<file path="config.mk">
export PLATFORM = sky130hd
export DESIGN_NAME = cg_countdown_timer
export DESIGN_NICKNAME = d
export VERILOG_FILES = /design/src/rtl/cg_countdown_timer.sv
export SDC_FILE = /design/constraint.sdc
export NUM_CORES = 1
export LEC_CHECK = 0
export CAP_MARGIN = 20
export CORE_MARGIN = 2
export CORE_UTILIZATION = 50
export DETAILED_ROUTE_END_ITERATION = 8
export HOLD_SLACK_MARGIN = 0.15
export MAX_ROUTING_LAYER = met4
export PLACE_DENSITY = 0.87
export SYNTH_ARGS = -nofsm -noshare
export SYNTH_HDL_FRONTEND = slang
export SYNTH_SLANG_ARGS = --single-unit
</file>
<file path="constraint.sdc">
create_clock -name i_clk -period 3.2 [get_ports i_clk]
set_input_delay 0.64 -clock i_clk [delete_from_list [all_inputs] [get_ports i_clk]]
set_output_delay 0.64 -clock i_clk [all_outputs]
set_load 0.005 [all_outputs]
</file>
<file path="src/rtl/cg_countdown_timer.sv">
// cg_countdown_timer
//   Programmable down-counting timer. A load with a non-zero period starts a
//   countdown from P; when the count reaches its last cycle the timer emits a
//   one-cycle expiry pulse and either stops (one-shot) or reloads P (periodic).
//   Shared timeout / watchdog / tick source for protocol blocks.
//
// Ports
//   i_clk      clock, all logic on the rising edge
//   i_rst      synchronous active-high reset
//   i_load     start/restart with i_period and i_mode
//   i_period   period in cycles, sampled only on an accepted load
//   i_mode     0 = one-shot, 1 = periodic, sampled with i_period
//   i_pause    level; freezes the count while high
//   i_cancel   abort to IDLE without an expiry
//   o_count    remaining cycles
//   o_busy     high while running
//   o_expire   one-cycle pulse per expiry
//   o_err      one-cycle pulse when a zero-period load is rejected
//   o_exp_cnt  expiries since the last accepted load, saturating
module cg_countdown_timer #(
    parameter int unsigned DATA_WIDTH = 32,
    parameter int unsigned EXP_WIDTH  = 8
) (
    input  logic                  i_clk,
    input  logic                  i_rst,
    input  logic                  i_load,
    input  logic [DATA_WIDTH-1:0] i_period,
    input  logic                  i_mode,
    input  logic                  i_pause,
    input  logic                  i_cancel,
    output logic [DATA_WIDTH-1:0] o_count,
    output logic                  o_busy,
    output logic                  o_expire,
    output logic                  o_err,
    output logic [EXP_WIDTH-1:0]  o_exp_cnt
);

    typedef enum logic {
        IDLE = 1'b0,
        RUN  = 1'b1
    } state_e;

    state_e                state_q,   state_d;
    logic [DATA_WIDTH-1:0] count_q,   count_d;
    logic [DATA_WIDTH-1:0] period_q,  period_d;
    logic                  mode_q,    mode_d;
    logic                  expire_q,  expire_d;
    logic                  err_q,     err_d;
    logic [EXP_WIDTH-1:0]  exp_cnt_q, exp_cnt_d;

    always_ff @(posedge i_clk) begin
        if (i_rst) begin
            state_q   <= IDLE;
            count_q   <= '0;
            period_q  <= '0;
            mode_q    <= 1'b0;
            expire_q  <= 1'b0;
            err_q     <= 1'b0;
            exp_cnt_q <= '0;
        end else begin
            state_q   <= state_d;
            count_q   <= count_d;
            period_q  <= period_d;
            mode_q    <= mode_d;
            expire_q  <= expire_d;
            err_q     <= err_d;
            exp_cnt_q <= exp_cnt_d;
        end
    end

    always_comb begin
        state_d   = state_q;
        count_d   = count_q;
        period_d  = period_q;
        mode_d    = mode_q;
        expire_d  = 1'b0;
        err_d     = 1'b0;
        exp_cnt_d = exp_cnt_q;

        if (i_cancel) begin
            state_d = IDLE;
            count_d = '0;
        end else if (i_load && (i_period != '0)) begin
            // Accepted load wins over any expiry due on this edge.
            state_d   = RUN;
            count_d   = i_period;
            period_d  = i_period;
            mode_d    = i_mode;
            exp_cnt_d = '0;
        end else begin
            // A rejected zero-period load only flags an error; the running
            // countdown carries on as if no load had been presented.
            if (i_load) begin
                err_d = 1'b1;
            end
            if ((state_q == RUN) && !i_pause) begin
                if (count_q > DATA_WIDTH'(1)) begin
                    count_d = count_q - DATA_WIDTH'(1);
                end else begin
                    expire_d = 1'b1;
                    if (exp_cnt_q != '1) begin
                        exp_cnt_d = exp_cnt_q + EXP_WIDTH'(1);
                    end
                    if (mode_q) begin
                        count_d = period_q;
                    end else begin
                        count_d = '0;
                        state_d = IDLE;
                    end
                end
            end
        end
    end

    assign o_count   = count_q;
    assign o_busy    = (state_q == RUN);
    assign o_expire  = expire_q;
    assign o_err     = err_q;
    assign o_exp_cnt = exp_cnt_q;

endmodule

</file>
After elaboration in Yosys (flattened, before gate mapping)
Index checks and enable logic that the tools add are counted.
{"block": "totals", "register_bits": 76, "n_memories": 0, "latch_bits": 0, "word_cells": 41, "mem_bits_ro": 0, "ram_bits": 0, "in_bits": 38}
{"block": "classes", "mul": 0, "n_mux": 14, "n_lt_le_gt_ge": 1, "n_eq_ne": 3, "reduce_logical": 12, "n_bitwise": 2, "shift": 0, "addsub": 2, "div_mod_pow": 0}
{"op": "2-to-1 mux 32 bit", "n": 4}
{"op": "> comparator 32 x 1 -> 1 bit, second input constant", "n": 1}
{"op": "2-to-1 mux 8 bit", "n": 4}
{"op": "nonzero test 32 bit", "n": 1}
{"op": "subtractor 32 x 1 -> 32 bit, second input constant", "n": 1}
{"op": "adder 8 x 1 -> 8 bit, second input constant", "n": 1}
{"op": "!= test 8 bit, second input constant", "n": 1}
{"op": "2-to-1 mux 1 bit", "n": 6}
{"op": "AND reduction 4 bit", "n": 1}
{"op": "nonzero test 2 bit", "n": 2}
{"op": "OR reduction 4 bit", "n": 1}
{"op": "AND reduction 3 bit", "n": 1}
{"op": "OR reduction 3 bit", "n": 1}
{"op": "logical AND 1 bit", "n": 2}
{"op": "!= test 2 x 1 -> 1 bit, second input constant", "n": 1}
{"op": "!= test 2 bit, second input constant", "n": 1}
{"op": "inverter 1 bit", "n": 2}
{"op": "AND reduction 2 bit", "n": 1}
{"op": "OR reduction 2 bit", "n": 1}
{"op": "logical NOT 1 bit", "n": 1}

Longest topological paths before layout
{"block": "depth", "word_depth": 5, "ltp_mapped": 10}

Worst setup path after synthesis
Ideal clock, no wire load.
{"block": "synth_timing", "path_type": "reg-to-reg", "startpoint": "reg count_q[7] (netlist: o_count[7])", "endpoint": "reg count_q[5] (netlist: o_count[5])", "synth_period_minus_slack_ns": 2.617, "stages_incl_launch_ff": 11, "arrival_time_ns": 2.547, "required_ns": 3.130, "path_slack_ns": 0.583, "setup_time_ns": 0.070, "cell_sequence": "dfxtp_1 or3_1 buf_2 or3_1 buf_2 or4_4 nor2_4 buf_4 mux2i_1 o2111ai_1 a21oi_1"}
{"block": "synth_via", "elab_chain_cells": 4}
{"element": "from (decl)", "line_no": "44", "text": "logic [DATA_WIDTH-1:0] count_q, count_d;"}
{"element": "from (signal assigned)", "line_no": "62", "text": "count_q <= count_d;"}
{"element": "> comparator 32 x 1 -> 1 bit", "line_no": "97", "text": "if (count_q > DATA_WIDTH'(1)) begin"}
{"element": "2-to-1 mux 32 bit", "line_no": "97"}
{"element": "2-to-1 mux 32 bit", "line_no": "96", "text": "if ((state_q == RUN) && !i_pause) begin"}
{"element": "2-to-1 mux 32 bit", "line_no": "83", "text": "end else if (i_load && (i_period != '0)) begin"}
Every way passes these cells. The select of a mux whose other input is x is not followed.
A chain may end at the register's enable or synchronous reset.

Worst setup path in the final report
{"block": "layout_timing", "startpoint": "reg count_q[7] (netlist: o_count[7])", "endpoint": "reg count_q[9] (netlist: o_count[9])"}
{"block": "layout_via", "elab_chain_cells": 4, "elab_cells_between_ends": 5, "classes_between": "1 x add/sub; 1 x order compare; 3 x mux"}
{"element": "subtractor 32 x 1 -> 32 bit / > comparator 32 x 1 -> 1 bit (equally long branches)", "line_no": "98, 97"}
{"element": "2-to-1 mux 32 bit (*)", "line_no": "97"}
{"element": "2-to-1 mux 32 bit (*)", "line_no": "96"}
{"element": "2-to-1 mux 32 bit (*)", "line_no": "83"}
Mark *: on every way between the ends. The rest lies on a longest branch, timed or not. The select of a mux whose other input is x is not followed.

==> key figures <==
Outcome
  – Outcome: completed

Timing
  – Slew @ Worst Pin: between 0.9 and 1 ns
  – Worst Skew: around 0.011 ns
  – Tmin final: just under 3 ns
  – Worst slew margin relative to its limit: 34.7%
  – Final Hold Fails: 0
  – RSZ-0062 raised after global routing: false
  – Hold_ws: 0.471 ns
  – Max-slew violations: 0
  – Final worst-path cycle share: 92.3%
  – Final setup vio count: 0
  – Setup TNS: 0 ns
  – Max Clock Freq: 338 MHz

Clock tree
  – Clk_lat worst skew: about 0.36 ns
  – Post-CTS setup buffer count: 0
  – H-tree lvl count: 3
  – Max Root-Sink Buffers: 2
  – Sink Count: 76
  – Clk pin slew, worst setup/hold paths: ~0.080 ns
  – CTS tree: done
  – CTS resizes: 0
  – CTS buffer count: 9
  – Cts hold-fix bufs: 0
  – Root buffer cell: clkbuf_8

Logic synthesis
  – Synth warn: 0
  – Post-Synthesis Net Count: 549
  – Netlist cell types: 55
  – Post-synth EDFFs: 0
  – Post-Syn Instances: 508
  – #FFs+latches synth: 76
  – Main synth FF type: dfxtp_1
  – Seq/Total Area, Yosys: 37.1%
  – Mapped Area: ~4100 sq um
  – Synth Area per Inst: 8.07 sq um
  – Ys async rst share: 0%

Job
  – Max_cap viols: 0

Global routing
  – Antenna violations before repair: 0
  – Overflow left after global routing: 0
  – Largest net degree at the start of global routing: 28
  – Number of global-route vias before repair: ~4300
  – GRT Resource Usage Total: slightly above 30%
  – First-pass GRT wire length: 21000 microns

Die
  – IO Count: 81
  – Die width: ~95 microns
  – Core ar.: roughly 8100 sq um
  – Rows: 33
  – Height of the die: 94.5 microns
  – Starting Density: 50.6%
  – Die Footprint: around 9000 sq um

Place
  – Post-DP HPWL: 9250 microns
  – PortBufs: 80
  – Placed insts: just under 700
  – RePlAce Congestion: 0.976

Pwr
  – Max VDD drop: roughly 270 uV
  – Pwr dens: 436 nW/um^2
  – Static Leak: 0.00213 uW

Worst setup path
  – Critical path class: flop to flop
  – Worst setup EP type: flop
  – CP startpoint kind: flop
  – Critical Path RT: 3.44 ns
  – Crit path DAT: 3.19 ns
  – R2R Setup Slk: 0.25 ns
  – Crit Path Max Fanout: 10

Finish
  – Finished Core Util: 65.8%
  – Commonest non-fill, non-tap cell in the layout: clkdlybuf4s50_1
  – Antenna fix cells: 0
  – Fraction of layout cells with a size suffix above 1: 9.06%
  – Area Growth Syn to Fin: 29.9%
  – Most frequent cells in the layout: clkdlybuf4s50_1 (80), dfxtp_1 (76), nor2_1 (72)
  – # nets final: roughly 630
  – Final Non-Filler Cells: 701

Drt
  – DRC Markers: 0
  – Avg WL per Cell: 18.8 microns
  – ANT nets after route: 0
  – Total Wirelength: 13200 microns
  – Vias/cell: ~6.3
  – Drt pass-1 iters: 8
  – DR vias: 4403
  – Initial DRC count: 396

Worst hold path
  – Tightest Hold Check Type: flop to flop
## worst paths after layout
kind / startpoint / end / cells after the start
max: o_count[7] / o_count[9] / 7
min: period_q[2] / o_count[2] / 1
max reg2reg: o_count[7] / o_count[9] / 7
min reg2reg: period_q[2] / o_count[2] / 1
## logic make-up after synthesis
group	count (synthesis)	share of synthesized area (%)
compound gates	127	20.0
xor+xnor	17	3.63
fa+ha+maj	3	0.916
buf+inv	40	3.82
flops	76	37.1
mux	36	8.79
simple gates	209	25.8
## registers in the layout (all words and copies together) (netlist names)
| name | flops |
|---|---|
| mode_q | 1 |
| o_busy | 1 |
| o_count | 32 |
| o_err | 1 |
| o_exp_cnt | 8 |
| o_expire | 1 |
| period_q | 32 |
## worst max-delay path, stage by stage (launching register included)
cell	delay (ns)
dfxtp_1	0.38
or3_1	0.49
or3_1	0.49
or4_4	0.61
nor2_4	0.28
o21ai_0	0.13
and3_1	0.20
a221o_1	0.27
## synthesized netlist by cell type (all sizes together), types with 11 or more instances
cell / n / area, sq um
xnor2: 11 / 96.3
nor2: 74 / 288
a31oi: 14 / 87.6
mux2i: 36 / 360
nor4: 23 / 165
nand2: 31 / 116
a21oi: 24 / 120
o21ai: 42 / 214
nor3: 23 / 115
clkbuf: 30 / 113
nand3: 13 / 65.1
dfxtp: 76 / 1520
## final cells by class
class	count	area, sq um
Fill cell	682	2770
Multi-Input combinational cell	392	2430
Sequential cell	76	1520
Timing Repair Buffer	105	1000
Tap cell	105	131
Clock buffer	10	128
Clock inverter	6	88.8
Inverter	7	26.3
## per-stage QoR
stage               total power, uW  setup slack (ns)  area, sq um
finish                         2320             0.245         5320
global route                   2390             0.176         5320
CTS                            2300             0.304         5320
detailed placement             1510             0.167         5110
global placement               1500             0.190         5110
floorplan                      1310             0.583         4100
## metal layers
layer / GRT usage [%] / wire length, microns / share of wire [%]
met5: - / 0 / 0
met4: 11.5 / 267 / 2.0
met3: 6.70 / 1320 / 10
met2: 49.4 / 6160 / 47
met1: 38.1 / 5410 / 41
## power by group
group | switching, uW | internal, uW
Combinational | 264 | 213
Sequential | 43.6 | 984
Clock | 376 | 439
Note: power is estimated with default switching activity, not from simulation.
==> RTL change 1 (same settings) <==
Reset style: asynchronous (`i_rst`), changed in one clocked block. Comments in the files are not updated.
--- a/src/rtl/cg_countdown_timer.sv
+++ b/src/rtl/cg_countdown_timer.sv
@@ -48,7 +48,7 @@
     logic                  err_q,     err_d;
     logic [EXP_WIDTH-1:0]  exp_cnt_q, exp_cnt_d;
 
-    always_ff @(posedge i_clk) begin
+    always_ff @(posedge i_clk or posedge i_rst) begin
         if (i_rst) begin
             state_q   <= IDLE;
             count_q   <= '0;
Check against the original RTL: differs if i_rst is asserted again (counterexample within 4 cycles, from zero or initial values and one cycle with i_rst high); with i_rst held inactive, the same outputs for 10 cycles.
==> RTL change 1 against the original RTL <==
Cell area is 6.3% higher; total power is 9.7% higher; wire length is 4.8% higher; area after synthesis rose by 7.9%; sequential cell count unchanged; worst setup slack gained 0.20 ns; count of clock-buffer cells in the layout unchanged; highest routed layer unchanged.
==> RTL change 1: results <==
place:
  placedCellCount: 665
  dp_hpwl_mm: 9.36
  place.gp.congestion: 0.985
  numPortBuffers: 80
layout:
  drive_gt1_frac: 0.115
  antenna_diode_count: 0
  fill_cells: 699
  nNetsFinal: 609
  finalNonFillerCells: 681
logic_synthesis:
  yosysWarningCount: 0
  syn_area_per_cell_um2: 9.01
  post_synth_main_area_contributors: "sky130_fd_sc_hd__dfrtp_1, sky130_fd_sc_hd__nand2_1, sky130_fd_sc_hd__nor2_1"
  netlist_area_um2: 4420
  yosys_most_used_dff: "sky130_fd_sc_hd__dfrtp_1"
  ys_seq_area_frac: 0.430
  async_set_or_reset_register_ratio_after_synthesis: 1.00
  synth.cells.most_frequent: "sky130_fd_sc_hd__dfrtp_1, sky130_fd_sc_hd__nand2_1, sky130_fd_sc_hd__nor2_1"
  netlist-cell-type-count: 56
  postSynthNetCount: 532
global_routing:
  gr-usage-all-layers: 0.302
  grt_pass1_wl_mm: 22.7
  grt_pass1_vias: 4428
  maximum_number_of_pins_on_one_net_before_global_route_repair: 77
pwr:
  max-vdd-ir-drop_uv: 278
  static-leakage-power_uw: 0.00230
run_status:
  run_status: "complete, no violations"
clock_network:
  clk_pin_slew_worst_paths_ns: 0.08
  ctsHtreeMaxLevel: 3
  insertion_delay_ns: 0.36
  postCtsResizedCells: 0
worst_setup_path:
  rr_startpoint: "o_count[0]"
  crit_fanout: 7
  ff2ff_path_depth: 8
  worstPathArrival_ns: 3.00
  critical_path.max_stage_delay_ns: 0.57
  crit-reg2reg-capture: "o_count[22]"
  cp_slowest_cell: "sky130_fd_sc_hd__or3b_2"
  reg2reg_slack_ns: 0.44
detailed_routing:
  drt-pass1-iter-count: 5
  detail_route.iter0.violations: 590
  avgViaCountPerCell: 6.62
  routedWlPerCell_um: 20.2
hold_path:
  min_delay_worst_endpoint: "period_q[31]"
  hp-start: "period_q[31]"
  hold_path_depth: 1
timing:
  timing.slew.headroom: 0.398
  worst_clock_skew_ns: 0.0131
## RTL change 1: changes by cell type after synthesis, sizes merged, moves of 6 or more
cell | unedited run | this run
a22o | 6 | 0
a311oi | 4 | 16
a31oi | 14 | 1
dfrtp | 0 | 76
dfxtp | 76 | 0
mux2 | 0 | 16
mux2i | 36 | 3
nand2 | 31 | 57
nor2 | 74 | 57
o21ai | 42 | 34
o31ai | 1 | 17
xor2 | 6 | 15
## RTL change 1: cell type report
class / instances / area share
multi-input cells: 378 / 0.421
inverters: 5 / 0.00332
clock inverters: 6 / 0.0166
well taps: 108 / 0.0239
repair buffers: 98 / 0.174
clock buffers: 10 / 0.0243
flip-flops and latches: 76 / 0.336
## RTL change 1: logic make-up (layout without fill, tap and decap cells)
| logic type | count (synthesis) | count (layout) | synth area share |
|---|---|---|---|
| mux | 19 | 19 | 0.0475 |
| compound gates | 123 | 123 | 0.189 |
| buf+inv | 37 | 119 | 0.0340 |
| xor+xnor | 23 | 23 | 0.0456 |
| flops | 76 | 76 | 0.430 |
| simple gates | 210 | 210 | 0.245 |
| fa+ha+maj | 3 | 3 | 0.00849 |
## RTL change 1: stage by stage
step / hold WS (ns) / setup slack, ns / util / power (µW) / instance area, µm²
after global placement: 0.479 / 0.237 / 0.628 / 1670 / 5430
after floorplan: 0.465 / 0.622 / - / 1440 / 4420
after CTS: 0.513 / 0.496 / 0.655 / 2540 / 5660
final: 0.513 / 0.441 / 0.655 / 2540 / 5660
after global routing: 0.531 / 0.304 / 0.655 / 2660 / 5660
after detailed placement: 0.494 / 0.140 / 0.628 / 1690 / 5430
## RTL change 1: routing by layer
metal / vias up / global-route usage / wire length, µm
li1: 1988 / - / -
met3: 39 / 0.0429 / 1150
met5: - / - / 0
met2: 279 / 0.473 / 6680
met4: 0 / 0.113 / 356
met1: 2199 / 0.402 / 5590
## RTL change 1: worst max path at each step
stage          depth (start not counted)           to  slack [ns]
2_1_floorplan                          1       mode_q        0.62
3_3_place_gp                           8  o_count[24]        0.24
3_5_place_dp                           8  o_count[11]        0.14
4_1_cts                                8  o_count[22]        0.50
5_1_grt                                8  o_count[22]        0.30
6_report                               8  o_count[22]        0.44
## RTL change 1: report_power, final
part | leakage, µW | internal, µW | switching, µW
Clock | 0.000114 | 469 | 389
Combinational | 0.00122 | 253 | 279
Sequential | 0.000971 | 1050 | 110
Total | 0.00230 | 1770 | 778
==> RTL change 2 (config.mk and constraints unchanged) <==
Made on the original files. The parameter `DATA_WIDTH` goes from 32 to 40.
--- a/src/rtl/cg_countdown_timer.sv
+++ b/src/rtl/cg_countdown_timer.sv
@@ -18,7 +18,7 @@
 //   o_err      one-cycle pulse when a zero-period load is rejected
 //   o_exp_cnt  expiries since the last accepted load, saturating
 module cg_countdown_timer #(
-    parameter int unsigned DATA_WIDTH = 32,
+    parameter int unsigned DATA_WIDTH = 40,
     parameter int unsigned EXP_WIDTH  = 8
 ) (
     input  logic                  i_clk,
Ports: changed (resized i_period and o_count); port bits go from 81 to 97. The function was not compared with the original's and may differ.
==> RTL change 2 against the original RTL <==
Sequential cell count is 16 higher; worst setup slack better by 0.077 ns; total power is 18% higher; critical endpoint is now o_count[3]; wire length is 43% higher; area after synthesis is 30% higher; via count is 38% higher; cell area is 26% higher; critical path depth is 1 higher; count of clock-buffer cells in the layout stayed put.
==> RTL change 2: results <==
run_status:
  run_status: "complete, no violations"
timing:
  worst_clock_skew_ns: 0.0166
worst_setup_path:
  worstPathArrival_ns: 3.17
  crit_path_start: "i_period[31]"
  rr_startpoint: "o_count[36]"
  ff2ff_path_depth: 6
  reg2reg_slack_ns: 0.43
pwr:
  combinationalPowerShare: 0.249
  static-leakage-power_uw: 0.00228
  max-vdd-ir-drop_uv: 211
  intPower_uw: 1840
clock_network:
  tritoncts_num_sinks: 92
global_routing:
  grt_util_met2: 0.538
  gr-usage-all-layers: 0.336
  grt_pass1_wl_mm: 29.9
  grt_pass1_vias: 5864
layout:
  comb.multi_input.count: 553
  nNetsFinal: 843
  layout.nonclk_buf_frac: 0.194
  multi_input_area_share: 0.474
  buffers: 133
  fill_cells: 905
place:
  numPortBuffers: 96
  place.gp.congestion: 0.933
  dp_hpwl_mm: 13.0
logic_synthesis:
  post_synth_main_area_contributors: "sky130_fd_sc_hd__dfxtp_1, sky130_fd_sc_hd__a21oi_1, sky130_fd_sc_hd__nand2_1"
  synth.cells.most_frequent: "sky130_fd_sc_hd__nand2_1, sky130_fd_sc_hd__a21oi_1, sky130_fd_sc_hd__dfxtp_1"
  ys_seq_area_frac: 0.347
  synthMuxAreaShare: 0.00189
hold_path:
  hold_path_depth: 2
  min_delay_worst_endpoint: "period_q[3]"
detailed_routing:
  routedWlPerCell_um: 20.1
==> RTL change 2: metrics by stage <==
| step | cell area [µm²] | setup slack, ns | power (µW) | cells | hold slack [ns] |
|---|---|---|---|---|---|
| 3_3_place_gp | 6510 | 0.0541 | 1910 | 919 | 0.441 |
| 2_1_floorplan | 5310 | 0.849 | 1650 | 710 | 0.432 |
| 5_1_grt | 6710 | 0.155 | 2850 | 935 | 0.476 |
| 4_1_cts | 6710 | 0.397 | 2730 | 935 | 0.462 |
| 6_report | 6710 | 0.322 | 2740 | 935 | 0.462 |
| 3_5_place_dp | 6510 | 0.0184 | 1930 | 919 | 0.449 |
==> RTL change 2: layer usage <==
metal	up-vias	wire length, µm
met5	-	0
met4	0	574
met3	52	1880
met2	379	8730
met1	2855	7620
li1	2784	-
